### src/rtl/muldiv_pkg.sv
// Shared encodings for the multi-cycle HI/LO multiply/divide unit.
package muldiv_pkg;

  localparam logic [1:0] OP_MULT  = 2'b00;
  localparam logic [1:0] OP_MULTU = 2'b01;
  localparam logic [1:0] OP_DIV   = 2'b10;
  localparam logic [1:0] OP_DIVU  = 2'b11;

  typedef enum logic [2:0] {
    IDLE = 3'd0,
    PREP = 3'd1,
    CALC = 3'd2,
    FIX  = 3'd3,
    DONE = 3'd4
  } state_t;

  function automatic logic op_is_signed(input logic [1:0] op);
    return ~op[0];
  endfunction

  function automatic logic op_is_div(input logic [1:0] op);
    return op[1];
  endfunction

endpackage

### src/rtl/muldiv_iter.sv
// One iteration of the unsigned datapath: shift-add multiply or restoring divide.
module muldiv_iter #(
  parameter int WIDTH = 32
) (
  input  logic             div,
  input  logic [WIDTH-1:0] acc,
  input  logic [WIDTH-1:0] q,
  input  logic [WIDTH-1:0] m,
  output logic [WIDTH-1:0] acc_nx,
  output logic [WIDTH-1:0] q_nx
);

  logic [WIDTH:0]   sum;
  logic [WIDTH:0]   sh;
  logic [WIDTH-1:0] sub;
  logic             ge;

  always_comb begin
    sum = {1'b0, acc} + (q[0] ? {1'b0, m} : '0);
    sh  = {acc, q[WIDTH-1]};
    ge  = (sh >= {1'b0, m});
    // Remainder is always below the divisor, so the subtraction fits in WIDTH bits.
    sub = sh[WIDTH-1:0] - m;
    if (div) begin
      acc_nx = ge ? sub : sh[WIDTH-1:0];
      q_nx   = {q[WIDTH-2:0], ge};
    end else begin
      acc_nx = sum[WIDTH:1];
      q_nx   = {sum[0], q[WIDTH-1:1]};
    end
  end

endmodule

### src/rtl/muldiv_unit.sv
// Iterative MULT/MULTU/DIV/DIVU unit with HI/LO architectural registers.
module muldiv_unit
  import muldiv_pkg::*;
#(
  parameter int WIDTH = 32,
  parameter int CNT_W = $clog2(WIDTH) + 1
) (
  input  logic             clk,
  input  logic             rst,
  input  logic             start,
  input  logic [1:0]       op,
  input  logic [WIDTH-1:0] a,
  input  logic [WIDTH-1:0] b,
  input  logic             flush,
  input  logic             hi_we,
  input  logic             lo_we,
  input  logic [WIDTH-1:0] wdata,
  output logic             busy,
  output logic             done,
  output logic             dz,
  output logic [WIDTH-1:0] hi,
  output logic [WIDTH-1:0] lo
);

  state_t             state;
  logic [CNT_W-1:0]   cnt;
  logic [1:0]         op_r;
  logic [WIDTH-1:0]   a_r, b_r, acc, q, m;
  logic [WIDTH-1:0]   acc_nx, q_nx, abs_a, abs_b, res_hi, res_lo;
  logic [2*WIDTH-1:0] prod_raw, prod;
  logic               is_div, neg_a, neg_b, div_zero;

  assign is_div   = op_is_div(op_r);
  assign neg_a    = op_is_signed(op_r) & a_r[WIDTH-1];
  assign neg_b    = op_is_signed(op_r) & b_r[WIDTH-1];
  assign abs_a    = neg_a ? -a_r : a_r;
  assign abs_b    = neg_b ? -b_r : b_r;
  assign div_zero = (b_r == '0);
  assign prod_raw = {acc, q};
  assign prod     = (neg_a ^ neg_b) ? -prod_raw : prod_raw;

  // Divide-by-zero bypasses the sign fix so hi returns the untouched dividend.
  always_comb begin
    res_hi = prod[2*WIDTH-1:WIDTH];
    res_lo = prod[WIDTH-1:0];
    if (is_div) begin
      if (div_zero) begin
        res_hi = a_r;
        res_lo = '1;
      end else begin
        res_hi = neg_a ? -acc : acc;
        res_lo = (neg_a ^ neg_b) ? -q : q;
      end
    end
  end

  muldiv_iter #(.WIDTH(WIDTH)) u_iter (
    .div    (is_div),
    .acc    (acc),
    .q      (q),
    .m      (m),
    .acc_nx (acc_nx),
    .q_nx   (q_nx)
  );

  always_ff @(posedge clk or negedge rst) begin
    if (!rst) begin
      state <= IDLE;
      cnt   <= '0;
      op_r  <= '0;
      a_r   <= '0;
      b_r   <= '0;
      acc   <= '0;
      q     <= '0;
      m     <= '0;
      hi    <= '0;
      lo    <= '0;
      dz    <= 1'b0;
    end else begin
      case (state)
        IDLE: if (start && !flush) begin
          state <= PREP;
          op_r  <= op;
          a_r   <= a;
          b_r   <= b;
        end
        PREP: if (flush) state <= IDLE;
        else begin
          state <= CALC;
          acc   <= '0;
          q     <= abs_a;
          m     <= abs_b;
          cnt   <= '0;
        end
        CALC: if (flush) state <= IDLE;
        else begin
          acc <= acc_nx;
          q   <= q_nx;
          cnt <= cnt + CNT_W'(1);
          if (cnt == CNT_W'(WIDTH - 1)) state <= FIX;
        end
        FIX: if (flush) state <= IDLE;
        else begin
          state <= DONE;
          hi    <= res_hi;
          lo    <= res_lo;
          dz    <= is_div & div_zero;
        end
        DONE:    state <= IDLE;
        default: state <= IDLE;
      endcase
      if (state == IDLE || state == DONE) begin
        if (hi_we) hi <= wdata;
        if (lo_we) lo <= wdata;
      end
    end
  end

  assign busy = (state == PREP) || (state == CALC) || (state == FIX);
  assign done = (state == DONE);

endmodule
### config.mk
export PLATFORM = sky130hd
export DESIGN_NAME = muldiv_unit
export DESIGN_NICKNAME = d
export VERILOG_FILES = /design/src/rtl/muldiv_pkg.sv /design/src/rtl/muldiv_iter.sv /design/src/rtl/muldiv_unit.sv
export SDC_FILE = /design/constraint.sdc
export NUM_CORES = 1
export LEC_CHECK = 0
export ABC_AREA = 1
export CORE_ASPECT_RATIO = 1.25
export CORE_MARGIN = 1
export CORE_UTILIZATION = 45
export CTS_CLUSTER_SIZE = 25
export DETAILED_ROUTE_END_ITERATION = 7
export HOLD_SLACK_MARGIN = 0.15
export PLACE_DENSITY_LB_ADDON = 0.05
export SETUP_SLACK_MARGIN = 0.2
export SLEW_MARGIN = 5
export SYNTH_ARGS = -nofsm -noshare
export SYNTH_HDL_FRONTEND = slang
export SYNTH_SLANG_ARGS = --single-unit
### constraint.sdc
create_clock -name clk -period 8 [get_ports clk]
set_input_delay 1.6 -clock clk [delete_from_list [all_inputs] [get_ports clk]]
set_output_delay 1.6 -clock clk [all_outputs]
set_load 0.005 [all_outputs]
==> flow_summary.yaml <==
outcome:
  outcome: "finished with violations"
  violations: "DRC"
synth:
  synth.area.top_cells: "dfrtp_1 (29%), nand2_1 (20%), nor2_1 (8.3%), inv_1 (6.6%), nand3_1 (6.2%)"
  syn_nets: 3498
  syn-instance-count: 3323
  synthArstFlopShare_pct: 100
  ys_ff_latch: 236
  yosysSeqAreaShare_pct: 29.0
  ys_warn_count: 0
  synth.distinct_cells: 52
  synthTopCellsByCount: "nand2_1 (1064), nor2_1 (450), inv_1 (356)"
  yosysTopAreaCell: "dfrtp_1"
  yosys_most_used_dff: "dfrtp_1"
  synth.most_common_cell: "nand2_1"
  syn_area_per_cell_um2: 6.13
  synth_edf_count: 0
  synth_top_area_share_pct: 29.0
  syn_area_um2: 20400
timing:
  fmax_mhz: 240
  post-route-period-util_pct: 52.0
  hold_violations: 0
  maxSlewHeadroom_pct: 27.9
  slew_violations: 0
  skew_ns: 0.0169
  setup_viol: 0
  rsz0062_at_grt: "false"
  tightest_slew_ns: 1.08
  setup_tns_ns: 0
  fin_crit_ns: 4.16
hold_path:
  hold_path_class: "register to register"
  min_path_cells: 2
floorplanning:
  coreArea_um2: 44300
  rows: 86
  dieWidth_um: 192
  ios: 171
  die_area_um2: 46100
  initial_core_util_pct: 45.9
  die_h_um: 240
global_routing:
  busiest_layer: "met2"
  grt_usage_pct: 37.5
  met2_usage_pct: 64.4
  met3_usage_pct: 4.06
  grt_overflow: 0
  grt_pass1_vias: 21759
  antenna_found_initial: 1
  grt_max_degree: 127
  grt_pass1_wl_um: 128000
  use_met1_pct: 41.6
worst_setup_path:
  cp_num_cells: 12
  path_cells: "nor2_4 -> buf_4 -> inv_2 -> nand2_1 -> nand2_2 -> buf_4 -> inv_2 -> buf_4 -> nand2_1 -> o21a_1 -> o21ai_0 -> a31oi_1"
  cp.arrival_ns: 4.58
  crit_fanout: 56
  worstRegToRegCells: 12
  critPathLaunchType: "register"
  cp_slowest_cell: "o21ai_0"
  slowest_delay_ns: 0.59
  cpLargestDelayFamily: "buffers and inverters"
  crit_path_end_kind: "register"
  crit_type: "register to register"
  cp_num_buf_inv: 5
  cp_data_required_time_ns: 8.42
  cpMostUsedCell: "buf_4"
clock_tree:
  clock_sinks: 236
  cts-buffers-inserted: 28
  holdBufCountCts: 0
  clockBufferDepth: 3
  clk_pin_slew_ns: 0.07
  cts_max_level: 1
  tritoncts: "done"
  cts_setup_buffers: 0
  cts_resized: 0
  clk_latency_ns: 0.59
  cts-root-buf: "clkbuf_16"
placement:
  place.gp.congestion: 1.05
  port_buffers: 170
  placed_area_um2: 22500
  place_hpwl_um: 69400
power:
  p_clk_share_pct: 13.3
  cellPowerDensity_nw_per_um2: 456
  seqPwrFrac_pct: 23.2
  intPower_mw: 4.81
  switching_power_mw: 5.92
  leakage_nw: 11.6
  combPwrFrac_pct: 63.5
  irDropWorstVdd_mv: 0.296
  p_sw_share_pct: 55.2
  power_mw: 10.7
routing:
  routed_via_density: 5.65
  totalWireLength_um: 86600
  drt-pass1-iter-count: 8
  drc: 1
  vias: 22754
  wire_per_inst_um: 21.5
  drt_iter0_drc: 1642
  ant_nets: 0
final_layout:
  design_area_um2: 23500
  layout.nets: 3604
  drive_above_1_share_pct: 3.71
  area_growth_pct: 15.6
job:
  drv_cap: 0
==> cell type report <==
| cell class | instances | area [um2] |
|---|---|---|
| fillers | 4632 | 20800 |
| multi-input cells | 2607 | 12600 |
| flip-flops and latches | 236 | 5910 |
| repair buffers | 188 | 1850 |
| inverters | 368 | 1390 |
| clock buffers | 40 | 836 |
| well taps | 572 | 716 |
| clock inverters | 12 | 206 |
| diodes | 1 | 2.50 |
==> per-layer routing <==
| layer | part of all wire, % | vias to the layer above | routed length [um] |
|---|---|---|---|
| met5 | 0 | - | 0 |
| met2 | 48 | 914 | 41800 |
| li1 | - | 10927 | - |
| met1 | 37 | 10645 | 32000 |
| met4 | 9.5 | 0 | 8210 |
| met3 | 5.3 | 268 | 4620 |
==> power by group through the flow <==
stage	combinational (mW)	clock [mW]	sequential, mW
CTS	6.69	1.44	2.47
global placement	6.58	0	2.47
global route	7.50	1.48	2.54
detailed placement	6.65	0	2.49
finish	6.81	1.43	2.49
floorplan	4.45	0	2.15
==> cell families after synthesis <==
kind of cell / after synthesis / synth area share (%)
adder cells (fa/ha/maj): 71 / 4.44
XOR/XNOR: 85 / 3.66
flip-flops: 236 / 29.0
multiplexers: 15 / 0.830
buffers and inverters: 480 / 9.14
AO/OA/AOI/OAI: 541 / 14.4
AND/OR/NAND/NOR: 1895 / 38.5
==> placed cells by master, fill, tap and decap left out, types with 29 or more instances in the layout <==
cell / n
a21oi_1: 242
a31oi_1: 36
clkdlybuf4s50_1: 169
dfrtp_1: 235
ha_1: 69
inv_1: 355
nand2_1: 1063
nand3_1: 252
nand4_1: 40
nor2_1: 447
o211ai_1: 29
o21ai_0: 191
xor2_1: 60
==> metrics by stage <==
step	std cells	worst slack [ns]	utilization [%]	hold WS [ns]
finish	4024	3.84	53.1	0.488
global route	4023	3.65	53.1	0.519
CTS	4023	3.88	53.1	0.484
detailed placement	3971	3.37	50.7	0.468
global placement	3971	3.46	50.7	0.482
floorplan	3323	5.27	-	0.471
==> worst paths after layout <==
check	from	end	slack [ns]
worst min-delay path	dz$_DFFE_PN0P_	dz$_DFFE_PN0P_	0.49
worst max-delay path	op_r[0]$_DFFE_PN0P_	lo[16]$_DFF_PN0_	3.84
min in group asynchronous	rst	hi[14]$_DFF_PN0_	1.01
max in group asynchronous	rst	m[1]$_DFFE_PN0P_	5.77
worst min register to register	dz$_DFFE_PN0P_	dz$_DFFE_PN0P_	0.49
worst max register to register	op_r[0]$_DFFE_PN0P_	lo[16]$_DFF_PN0_	3.84
==> worst min-delay path, cell delays in order, from the launching register on <==
cell,delay (ns)
dfrtp_1,0.35
nand2_1,0.06
nand2_1,0.05
==> sequential cells by signal, summed over array words and instances (netlist names) <==
name,cells
lo,32
acc,32
cnt,6
q,32
a_r,32
hi,32
b_r,32
state,3
op_r,2
dz,1
m,32
No activity file was read; power rests on OpenSTA's default activity.
